[src/rtl/gpu_pkg.sv]
// Shared framebuffer-side types and defaults for the GPU memory arbiters.
package gpu_pkg;

  localparam int unsigned FB_NUM_REQ    = 2;
  localparam int unsigned FB_ADDR_W     = 32;
  localparam int unsigned FB_RD_LATENCY = 1;
  localparam int unsigned FB_MAX_BURST  = 16;

  typedef struct packed {
    logic [FB_ADDR_W-1:0] addr;
    logic [31:0]          wr_data;
    logic [3:0]           wr_en;
  } fb_req_t;

  typedef logic [FB_NUM_REQ-1:0] req_id_t;

endpackage

[src/rtl/rr_priority_picker.sv]
// Combinational round-robin picker: first non-excluded request at or after start, wrapping.
module rr_priority_picker #(
  parameter int unsigned N     = 2,
  parameter int unsigned IDX_W = (N > 1) ? $clog2(N) : 1
) (
  input  logic [N-1:0]     req,
  input  logic [IDX_W-1:0] start,
  input  logic [N-1:0]     exclude,
  output logic [N-1:0]     grant
);

  logic [N-1:0] cand;
  logic         found;
  int unsigned  idx;

  always_comb begin
    cand  = req & ~exclude;
    grant = '0;
    found = 1'b0;
    idx   = 0;
    for (int unsigned i = 0; i < N; i++) begin
      idx = (32'(start) + i) % N;
      if (!found && cand[idx]) begin
        grant[idx] = 1'b1;
        found      = 1'b1;
      end
    end
  end

endmodule

[src/rtl/fb_port_arbiter.sv]
// Shares framebuffer port B between NUM_REQ requesters: round-robin with burst lock,
// starvation cap, and read-response routing after the fixed memory latency.
module fb_port_arbiter
  import gpu_pkg::*;
#(
  parameter int unsigned NUM_REQ    = FB_NUM_REQ,
  parameter int unsigned ADDR_W     = FB_ADDR_W,
  parameter int unsigned RD_LATENCY = FB_RD_LATENCY,
  parameter int unsigned MAX_BURST  = FB_MAX_BURST
) (
  input  logic                           gpu_clk,
  input  logic                           reset,
  input  logic [NUM_REQ-1:0]             req_valid,
  output logic [NUM_REQ-1:0]             req_ready,
  input  logic [NUM_REQ-1:0]             req_lock,
  input  logic [NUM_REQ-1:0][ADDR_W-1:0] req_addr,
  input  logic [NUM_REQ-1:0][31:0]       req_wr_data,
  input  logic [NUM_REQ-1:0][3:0]        req_wr_en,
  output logic [NUM_REQ-1:0]             rsp_valid,
  output logic [31:0]                    rsp_rd_data,
  output logic [ADDR_W-1:0]              fb_address,
  output logic [31:0]                    fb_wr_data,
  output logic [3:0]                     fb_wr_en,
  input  logic [31:0]                    fb_rd_data
);

  localparam int unsigned IDX_W = (NUM_REQ > 1) ? $clog2(NUM_REQ) : 1;
  localparam int unsigned BC_W  = $clog2(MAX_BURST + 1);
  localparam logic [IDX_W-1:0] LAST_IDX = IDX_W'(NUM_REQ - 1);
  localparam logic [BC_W-1:0]  BC_MAX   = BC_W'(MAX_BURST);

  typedef struct packed {
    logic [ADDR_W-1:0] addr;
    logic [31:0]       wr_data;
    logic [3:0]        wr_en;
  } sel_t;

  logic [IDX_W-1:0] last_grant;
  logic [IDX_W-1:0] start_ptr;
  logic [IDX_W-1:0] grant_idx;
  logic [BC_W-1:0]  burst_cnt;
  logic [NUM_REQ-1:0] owner_oh;
  logic [NUM_REQ-1:0] exclude;
  logic [NUM_REQ-1:0] rr_grant;
  logic [NUM_REQ-1:0] grant;
  logic owner_hold;
  logic others_valid;
  logic accept;
  logic accept_rd;
  sel_t sel;
  logic [ADDR_W-1:0] addr_q;
  logic [31:0]       wr_data_q;
  logic [RD_LATENCY-1:0]              pipe_vld;
  logic [RD_LATENCY-1:0][NUM_REQ-1:0] pipe_id;

  // Starting one past the owner makes the owner the last candidate in the search.
  always_comb begin
    owner_oh             = '0;
    owner_oh[last_grant] = 1'b1;
    others_valid = |(req_valid & ~owner_oh);
    owner_hold   = req_valid[last_grant] & req_lock[last_grant] & (burst_cnt < BC_MAX);
    exclude      = ((burst_cnt == BC_MAX) && others_valid) ? owner_oh : '0;
    start_ptr    = (last_grant == LAST_IDX) ? '0 : last_grant + IDX_W'(1);
  end

  rr_priority_picker #(
    .N     (NUM_REQ),
    .IDX_W (IDX_W)
  ) u_picker (
    .req     (req_valid),
    .start   (start_ptr),
    .exclude (exclude),
    .grant   (rr_grant)
  );

  always_comb begin
    grant     = reset ? '0 : (owner_hold ? owner_oh : rr_grant);
    accept    = |grant;
    grant_idx = '0;
    sel       = '0;
    for (int unsigned i = 0; i < NUM_REQ; i++) begin
      if (grant[i]) begin
        grant_idx   = IDX_W'(i);
        sel.addr    = req_addr[i];
        sel.wr_data = req_wr_data[i];
        sel.wr_en   = req_wr_en[i];
      end
    end
    accept_rd  = accept & (sel.wr_en == 4'b0000);
    fb_address = accept ? sel.addr : addr_q;
    fb_wr_data = accept ? sel.wr_data : wr_data_q;
    fb_wr_en   = accept ? sel.wr_en : '0;
  end

  assign req_ready   = grant;
  assign rsp_valid   = pipe_vld[RD_LATENCY-1] ? pipe_id[RD_LATENCY-1] : '0;
  assign rsp_rd_data = fb_rd_data;

  always_ff @(posedge gpu_clk) begin
    if (reset) begin
      last_grant <= LAST_IDX;
      burst_cnt  <= '0;
      addr_q     <= '0;
      wr_data_q  <= '0;
      pipe_vld   <= '0;
      pipe_id    <= '0;
    end else begin
      if (accept) begin
        last_grant <= grant_idx;
        addr_q     <= fb_address;
        wr_data_q  <= fb_wr_data;
        if ((grant_idx == last_grant) && req_lock[grant_idx])
          burst_cnt <= (burst_cnt == BC_MAX) ? burst_cnt : burst_cnt + BC_W'(1);
        else
          burst_cnt <= req_lock[grant_idx] ? BC_W'(1) : '0;
      end
      pipe_vld[0] <= accept_rd;
      pipe_id[0]  <= accept_rd ? grant : '0;
      for (int unsigned s = 1; s < RD_LATENCY; s++) begin
        pipe_vld[s] <= pipe_vld[s-1];
        pipe_id[s]  <= pipe_id[s-1];
      end
    end
  end

endmodule

[config.mk]
export PLATFORM = sky130hd
export DESIGN_NAME = fb_port_arbiter
export DESIGN_NICKNAME = d
export VERILOG_FILES = /design/src/rtl/gpu_pkg.sv /design/src/rtl/rr_priority_picker.sv /design/src/rtl/fb_port_arbiter.sv
export SDC_FILE = /design/constraint.sdc
export NUM_CORES = 1
export LEC_CHECK = 0
export CAP_MARGIN = 40
export CORE_MARGIN = 2
export CORE_UTILIZATION = 35
export DETAILED_ROUTE_END_ITERATION = 8
export PLACE_DENSITY = 0.79
export REMOVE_ABC_BUFFERS = 1
export SETUP_SLACK_MARGIN = 0.15
export SLEW_MARGIN = 20
export SYNTH_ARGS = -nofsm -noshare
export SYNTH_HDL_FRONTEND = slang
export SYNTH_HIERARCHICAL = 1
export SYNTH_SLANG_ARGS = --single-unit
[constraint.sdc]
create_clock -name gpu_clk -period 4.25 [get_ports gpu_clk]
set_clock_uncertainty 0.1 [all_clocks]
set_input_delay 1.275 -clock gpu_clk [delete_from_list [all_inputs] [get_ports gpu_clk]]
set_output_delay 1.275 -clock gpu_clk [all_outputs]
set_load 0.01 [all_outputs]
== Word-level counts from Yosys, hierarchy flattened ==
Index checks and enable logic that the tools add are counted.
Widths: inputs -> output; s select.
Operators by class
  $add $sub $neg: 3
  multipliers: 0
  div/mod/pow operators: 0
  $lt $le $gt $ge: 8
  equal/unequal tests: 3
  shifts and indexed selects: 0
  mux-type cells: 33
  bitwise logic cells: 9
  reductions and logical operators: 12
Operators with widths (count)
  $mux 68: 2
  $mux 32: 2
  $mux 1: 17
  $mux 2: 6
  $mux 5: 2
  $lt 1x2->1 const B: 4
  $logic_and 1x1->1: 6
  $reduce_or 2->1: 3
  $add 5x1->5 const B: 1
  $eq 5x5->1 const B: 1
  $lt 5x5->1 const B: 1
  $and 2x2->2: 2
  $logic_not 4->1: 1
  $mux 4: 1
  $not 2->2: 2
  $and 1x1->1: 3
  $demux 1 s1: 3
  $ge 1x1->1 const B: 3
  $add 1x1->1 const B: 2
  $ne 2x2->1 const B: 1
  $or 2x2->2: 1
  $reduce_and 2->1: 1
  $eq 1x1->1: 1
  $logic_not 1->1: 1
  $not 1->1: 1
Storage, ports and cells
  bits in registers: 73
  latch bits: 0
  bits in writable memories: 0
  memory bits (read-only): 0
  output and inout port bits: 104
  logic and storage cells: 74
  memories: 0

== Longest topological paths before layout ==
Gate-level depths: netlist of the first run.
  word-level depth: 25
  depth in mapped cells: 14
  mapped depth without buffers: 12

== Cells and area by module ==
The synthesis of the first run kept the hierarchy.
Modules (own cells, without submodules)
  fb_port_arbiter: instances 1, cells each 458, area each 3910.0 um^2
  rr_priority_picker: instances 1, cells each 4, area each 32.5 um^2

== Least setup slack after synthesis of the first run ==
Ideal clock, no wire load.
  kind: in2out
  start: input port req_valid[1]
  end: output port fb_wr_en[0]
  arrival: 2.720 ns
  setup slack: 0.155 ns
  stages on the path: 9
  cell sequence: and3_1 -> nand2b_1 -> o21a_1 -> nand2b_1 -> o22a_2 -> clkinv_2 -> buf_2 -> nor2_1 -> a22o_1
RTL lines
  start, declared: line fb_port_arbiter.sv:13  | input logic [NUM_REQ-1:0] req_valid,
  $and 2x2->2: line fb_port_arbiter.sv:60  | others_valid = |(req_valid & ~owner_oh);
  $reduce_or 2->1: line fb_port_arbiter.sv:60
  $logic_and 1x1->1: line fb_port_arbiter.sv:62  | exclude = ((burst_cnt == BC_MAX) && others_valid) ? owner_oh : '0;
  $mux 2: line fb_port_arbiter.sv:62
  $not 2->2: line rr_priority_picker.sv:17  | cand = req & ~exclude;
  $and 2x2->2 *: line rr_priority_picker.sv:17
  $mux 1 (not written as such) (2 in a row): line rr_priority_picker.sv:23  | if (!found && cand[idx]) begin
  $mux 1: line rr_priority_picker.sv:23
  $logic_not 1->1: line rr_priority_picker.sv:23
  $logic_and 1x1->1: line rr_priority_picker.sv:23
  $mux 2 *: line rr_priority_picker.sv:23
  named net rr_grant[1]: line fb_port_arbiter.sv:44  | logic [NUM_REQ-1:0] rr_grant;
  $mux 2 * (2 in a row): line fb_port_arbiter.sv:77  | grant = reset ? '0 : (owner_hold ? owner_oh : rr_grant);
  $mux 68 or $reduce_or 2->1 (tied branches): line fb_port_arbiter.sv:82, fb_port_arbiter.sv:78
  $mux 4 *: line fb_port_arbiter.sv:92  | fb_wr_en = accept ? sel.wr_en : '0;
  end, declared: line fb_port_arbiter.sv:23  | output logic [3:0] fb_wr_en,
Mark *: on every way through the listed nets, which the timed path passes. The rest lies on a longest branch. The select of a mux whose other input is x is not followed.

== Final worst setup path of the first run ==
  start: input port req_valid[1]
  end: output port fb_wr_data[27]
RTL lines
  $and 2x2->2 *: line fb_port_arbiter.sv:60
  $reduce_or 2->1 *: line fb_port_arbiter.sv:60
  $logic_and 1x1->1 *: line fb_port_arbiter.sv:62
  $mux 2 *: line fb_port_arbiter.sv:62
  named net exclude[0]: line fb_port_arbiter.sv:43  | logic [NUM_REQ-1:0] exclude;
  $not 2->2 *: line rr_priority_picker.sv:17
  $and 2x2->2 *: line rr_priority_picker.sv:17
  $mux 1 (not written as such) (2 in a row): line rr_priority_picker.sv:23
  $mux 1: line rr_priority_picker.sv:23
  $logic_not 1->1: line rr_priority_picker.sv:23
  $logic_and 1x1->1: line rr_priority_picker.sv:23
  $mux 2 *: line rr_priority_picker.sv:23
  named net rr_grant[1]: line fb_port_arbiter.sv:44
  $mux 2 * (2 in a row): line fb_port_arbiter.sv:77
  $mux 68 or $reduce_or 2->1 (tied branches): line fb_port_arbiter.sv:82, fb_port_arbiter.sv:78
  $mux 32 *: line fb_port_arbiter.sv:91  | fb_wr_data = accept ? sel.wr_data : wr_data_q;
  end, declared: line fb_port_arbiter.sv:22  | output logic [31:0] fb_wr_data,
Marked as above.

==> impl_metrics.csv, run 1 <==
group,metric,value,unit
status,status,"finished with violations",
status,failed_checks,"setup timing",
final_layout,final_cell_mix,"clkdlybuf4s50_1, dfxtp_1, nand2_1",
pwr,cellLeakagePower,0.003031,uW
global_routing,grt_antenna_before_repair,0,
synthesis,synth_xor_area_share,0,%
timing,setup_viol,56,
die,io_pins,278,
worst_setup_path,critPathLaunchType,"input port",
worst_setup_path,crit_top_cell,"buf_2",
synthesis,synth_mux_area_share,16.25,%
die,chipWidth,110.1,um
synthesis,yosysSeqAreaShare,37.07,%
global_routing,grt.total_usage,27.03,%
timing,max_slew.worst_pin.slew,0.7593,ns
route,drcViolationCount,0,
final_layout,fin_area,7179,um^2
final_layout,syn_to_final_growth,82.10,%
die,start_util,36.05,%
route,via_count,4328,
placed_design,dpl.hpwl,11580,um
synthesis,syn_area,3943,um^2
worst_setup_path,cp.required,2.87,ns
synthesis,ys.flop_type,"dfxtp_1",
synthesis,synthArstFlopShare,0,%
pwr,p_total,2436,uW
final_layout,layout_commonest_cell,"clkdlybuf4s50_1",
job,maxCapViolations,0,
final_layout,fillCellCount,851,
timing,min_period,4.387,ns
synthesis,synth_top_family_by_area,"simple AND/OR/NAND/NOR gates",
die,die-area,12130,um^2
global_routing,grt_pass1_wl,24050,um
synthesis,ys_ff_latch,73,
synthesis,yosys-top-cells-area,"dfxtp_1, mux2i_1, and2_1, o21ai_1, nand2_1",
placed_design,portBuffers,213,
synthesis,synth-edff-count,0,
synthesis,syn_inst,462,
route,routed_wl,17900,um
clocking,clockRootBuffer,"clkbuf_16",
synthesis,synth_compound_area_share,13.74,%
synthesis,ys_types,40,
route,wire_per_inst,20.82,um
final_layout,drive_above_1_share,32.36,%
worst_setup_path,critPathSlowestCell,"clkbuf_16",
timing,setup_ws,-0.1369,ns
global_routing,grt_pass1_vias,4234,
die,core_area,10940,um^2
clocking,clock_sinks,73,
synthesis,synth_area_leader_cell,"dfxtp_1",
route,antenna_left,0,
clocking,cts_buffers,9,
final_layout,nets,891,
final_layout,n_antenna_cell,0,
timing,fin_crit_sh,103.2,%
die,rows,38,
global_routing,grt_max_degree,71,
synthesis,synth_top_area_share,37.07,%
worst_setup_path,cp-end-kind,"primary output",
placed_design,place_area,6145,um^2
timing,slew_viol_final,0,
timing,setup_tns,-3.659,ns
placed_design,dp_cells,786,
placed_design,routabilityCongestion,0.9277,
worst_setup_path,criticalPathCategory,"in2out",
clocking,clk_latency,0.33,ns
route,routed_via_density,5.033,
worst_setup_path,worst_ep_arrival_time,3.01,ns
synthesis,synth-warning-count,6,
timing,maxSlewHeadroom,49.33,%
final_layout,finalNonFillerCells,860,
synthesis,syn_area_per_cell,8.534,um^2
timing,rsz0062_at_grt,"yes",
clocking,clkSlewWorstSetupHoldPaths,0.06,ns
worst_setup_path,crit_chain,"buf_2 -> and3_1 -> nand2b_4 -> o21a_1 -> nand2b_1 -> o22a_4 -> clkinv_8 -> clkbuf_16 -> o21ai_1 -> buf_2",
pwr,pwr_density_cell,339.3,nW/um^2
timing,hold_viol,0,
timing,max_freq,0.2280,GHz
clocking,cts_max_level,3,
synthesis,synth-simple-area-share,21.14,%
route,drt-initial-drc-count,243,
die,die_h,110.1,um
pwr,peakVddDrop,0.0002057,V
clocking,clockBufferDepth,2,
clocking,cts_tree,"done",
worst_setup_path,path_max_fanout,22,
worst_setup_path,cpPeakStageDelay,0.24,ns
global_routing,grt_overflow,0,
route,first_pass_iters,5,
synthesis,synthAdderAreaFrac,0.6347,%
min_path,min_path_type,"reg2reg",
registers in the layout (all words and copies together), names as in the netlist:
signal	flops
burst_cnt	5
wr_data_q	32
pipe_id	2
pipe_vld	1
last_grant	1
addr_q	32
metal layers:
| layer | up-vias | track usage, % | routed length (um) |
|---|---|---|---|
| met5 | - | 11.61 | 176 |
| met1 | 2014 | 25.94 | 6213 |
| li1 | 2059 | - | - |
| met3 | 46 | 15.17 | 2104 |
| met2 | 205 | 43.87 | 8347 |
| met4 | 4 | 16.52 | 1062 |
cells in the mapped netlist, types with 4 or more instances:
| cell type | count |
|---|---|
| nand3_1 | 4 |
| and2_1 | 66 |
| dfxtp_1 | 73 |
| buf_4 | 35 |
| buf_2 | 9 |
| a22o_1 | 4 |
| a21oi_1 | 8 |
| o21ai_1 | 66 |
| inv_1 | 6 |
| nand2_1 | 72 |
| buf_6 | 5 |
| clkbuf_1 | 12 |
| mux2i_1 | 64 |
through the flow:
step / setup slack (ns) / util [%] / hold slack (ns)
2_1_floorplan: -0.8135 / - / 0.3843
4_1_cts: -0.1246 / 62.37 / 0.4446
6_report: -0.1369 / 65.65 / 0.5145
5_1_grt: -0.2234 / 65.65 / 0.5515
3_3_place_gp: -0.9020 / 56.19 / 0.3992
3_5_place_dp: -0.9083 / 56.19 / 0.4324
critical path, delay by kind of cell:
kind            cells  cell delay [ns]
compound gates      3             0.62
buf+inv             4             0.68
simple gates        3             0.43
path summary, 6_finish.rpt:
path	startpoint	end	slack [ns]	cells past startpoint
setup / recovery	req_valid[1]	fb_wr_data[27]	-0.14	10
hold / removal	burst_cnt[2]$_SDFFE_PP0P_	burst_cnt[2]$_SDFFE_PP0P_	0.51	2
setup reg to reg	burst_cnt[0]$_SDFFE_PP0P_	burst_cnt[0]$_SDFFE_PP0P_	0.07	29
hold reg to reg	burst_cnt[2]$_SDFFE_PP0P_	burst_cnt[2]$_SDFFE_PP0P_	0.51	2
area by class of cell:
| cell class | count | area, um^2 | share of cell area (%) |
|---|---|---|---|
| flip-flops and latches | 73 | 1461 | 20.36 |
| clock inverters | 4 | 97.59 | 1.359 |
| well taps | 140 | 175.2 | 2.440 |
| clock buffers | 12 | 266.5 | 3.712 |
| repair inverters | 1 | 11.26 | 0.1568 |
| repair buffers | 302 | 2860 | 39.84 |
| inverters | 8 | 47.55 | 0.6623 |
| multi-input cells | 320 | 2260 | 31.47 |
cells by family after synthesis:
logic type / count (synthesis)
compound gates: 94
mux: 64
fa+ha+maj: 2
simple gates: 160
buf+inv: 69
flops: 73
power by group:
group	leakage (uW)	total, uW	switching [uW]	internal (uW)
Combinational	0.00226	765	332	433
Sequential	0.000599	754	16.3	737
Clock	0.000175	918	296	622
what timing repair did:
| action | 4_1_cts | 5_1_grt |
|---|---|---|
| pin swaps | 20 | 27 |
| hold buffers | 0 | 0 |
| setup endpoints to repair | 70 | 75 |
| resized for setup | 316 | 58 |
| cloned | 10 | 1 |
| setup buffers | 30 | 17 |
Power figures use the tool's default switching activity.
==> run 2, diff against run 1 <==
==> constraint.sdc (replaced) <==
create_clock -name gpu_clk -period 4.4 [get_ports gpu_clk]
set_clock_uncertainty 0.1 [all_clocks]
set_input_delay 1.32 -clock gpu_clk [delete_from_list [all_inputs] [get_ports gpu_clk]]
set_output_delay 1.32 -clock gpu_clk [all_outputs]
set_load 0.01 [all_outputs]
==> impl_metrics.csv, run 2 (synthesized netlist as in run 1, its figures left out) <==
group,metric,value,unit
status,status,"finished with violations",
status,failed_checks,"setup timing",
die,start_util,36.05,%
worst_setup_path,r2r_end,"burst_cnt[0]$_SDFFE_PP0P_",
worst_setup_path,cp-end-kind,"primary output",
pwr,cellLeakagePower,0.003131,uW
final_layout,top_regs,"addr_q (32), wr_data_q (32), burst_cnt (5)",
final_layout,fillCellCount,833,
pwr,peakVddDrop,0.0001716,V
timing,max_slew.worst_pin.slew,0.7981,ns
final_layout,fin_area,7442,um^2
worst_setup_path,critPathSlowestCell,"o211ai_4",
worst_setup_path,worstRegToRegCells,28,
final_layout,syn_to_final_growth,88.77,%
pwr,comb_power_share,35.1,%
route,via_count,4445,
global_routing,grt.busiest_layer,"met2",
clocking,clkSlewWorstSetupHoldPaths,0.06,ns
die,die_h,110.1,um
worst_setup_path,path_max_fanout,6,
placed_design,routabilityCongestion,0.9187,
global_routing,grt_max_degree,71,
die,chipWidth,110.1,um
clocking,cts_hold_buf,0,
final_layout,n_antenna_cell,0,
global_routing,met1_usage,27.66,%
global_routing,grt_use_met2,45.14,%
timing,fin_crit_sh,104.4,%
die,rows,38,
final_layout,layout_commonest_cell,"clkdlybuf4s50_1",
min_path,min_delay_worst_endpoint,"burst_cnt[3]$_SDFFE_PP0P_",
clocking,clockRootBuffer,"clkbuf_16",
pwr,seqPwrFrac,31.9,%
worst_setup_path,worst_ep_arrival_time,3.18,ns
pwr,pwr_density_cell,307.6,nW/um^2
global_routing,grt_pass1_vias,4338,
pwr,p_switching,649.1,uW
final_layout,final_cell_mix,"clkdlybuf4s50_1, dfxtp_1, buf_4",
timing,hold_viol,0,
worst_setup_path,crit_top_cell,"buf_12",
min_path,min_from,"burst_cnt[3]$_SDFFE_PP0P_",
final_layout,drive_above_1_share,36.25,%
die,die-area,12130,um^2
placed_design,dpl.hpwl,11640,um
route,routed_via_density,5.103,
route,drt-initial-drc-count,192,
worst_setup_path,cp.required,2.98,ns
worst_setup_path,crit_chain,"buf_6 -> and3_4 -> nor2b_4 -> a21oi_2 -> buf_4 -> o211ai_4 -> clkinv_4 -> buf_12 -> buf_16 -> buf_12 -> mux2i_1 -> o21ai_2 -> buf_2",
route,drcViolationCount,0,
final_layout,finalNonFillerCells,871,
timing,min_period,4.596,ns
clocking,cts_max_level,3,
die,io_pins,278,
worst_setup_path,critPathLaunchType,"input port",
min_path,min_path_type,"reg2reg",
placed_design,dp_cells,785,
global_routing,grt_pass1_wl,24720,um
placed_design,portBuffers,213,
worst_setup_path,cpPeakStageDelay,0.23,ns
worst_setup_path,criticalPathCategory,"in2out",
clocking,clockBufferDepth,2,
global_routing,grt.total_usage,27.84,%
pwr,power.share.clock,32.9,%
die,core_area,10940,um^2
placed_design,post-place-ws,-0.8569,ns
global_routing,met3_usage,15.17,%
pwr,p_sw_share,28.36,%
timing,max_freq,0.2176,GHz
pwr,p_int,1640,uW
route,wire_per_inst,21.62,um
route,antenna_left,0,
worst_setup_path,crit-reg2reg-launch,"burst_cnt[0]$_SDFFE_PP0P_",
timing,slew_viol_final,0,
clocking,cts_tree,"done",
route,routed_wl,18830,um
timing,setup_viol,45,
job,maxCapViolations,0,
route,first_pass_iters,4,
timing,maxSlewHeadroom,46.74,%
min_path,min_path_cells,2,
final_layout,nets,902,
final_layout,post-route-util,68.05,%
placed_design,place_area,6137,um^2
worst_setup_path,crit_start,"req_valid[0]",
global_routing,grt_overflow,0,
timing,setup_ws,-0.1955,ns
worst_setup_path,r2r_setup_slack,0.18,ns
clocking,clk_latency,0.33,ns
global_routing,grt_antenna_before_repair,0,
clocking,cts_buffers,9,
clocking,clock_sinks,73,
timing,holdWs,0.4773,ns
timing,rsz0062_at_grt,"yes",
run 2: area by class of cell:
cell class	count	area (um^2)	share of cell area, %
Clock inverter	4	51.30	0.6893
Sequential cell	73	1461	19.64
Tap cell	140	175.2	2.354
Clock buffer	12	256.5	3.447
Timing Repair Buffer	314	3079	41.38
Inverter	8	47.55	0.6389
Multi-Input combinational cell	320	2371	31.86
run 2: routing by layer:
metal	share of wire, %	vias up
li1	-	2081
met1	34	2095
met2	48	218
met3	12	49
met4	5.3	2
met5	0.49	-
run 2: what timing repair did:
| action | in CTS | in global routing |
|---|---|---|
| resized for setup | 332 | 70 |
| pin swaps | 21 | 30 |
| setup endpoints to repair | 70 | 75 |
| gates cloned | 10 | 5 |
| setup buffers | 40 | 15 |
run 2: power groups by stage:
stage,clock [uW],combinational [uW],sequential [uW]
after global placement,0,624,739
after CTS,764,712,728
after detailed placement,0,637,742
after global routing,797,853,734
after floorplan,0,255,738
final,754,804,731
run 2: worst max-delay path by stage:
stage                                end  slack [ns]  cells after the start
after floorplan            fb_address[0]       -0.75                      5
after global placement    fb_address[22]       -0.84                     11
after detailed placement  fb_address[22]       -0.86                     11
after CTS                 fb_address[22]       -0.11                     12
after global routing      fb_wr_data[23]       -0.24                     16
final                     fb_wr_data[23]       -0.20                     13
run 2: critical path: cells and delay by family:
| family | cells | cell delay (ns) |
|---|---|---|
| multiplexers | 1 | 0.23 |
| AND/OR/NAND/NOR | 2 | 0.29 |
| buffers and inverters | 7 | 0.92 |
| AO/OA/AOI/OAI | 3 | 0.39 |
run 2: through the flow:
| stage | total power [uW] | setup TNS [ns] |
|---|---|---|
| finish | 2289 | -2.602 |
| global route | 2385 | -6.219 |
| CTS | 2203 | -1.682 |
| detailed placement | 1379 | -51.37 |
| global placement | 1363 | -49.58 |
| floorplan | 992.7 | -51.55 |
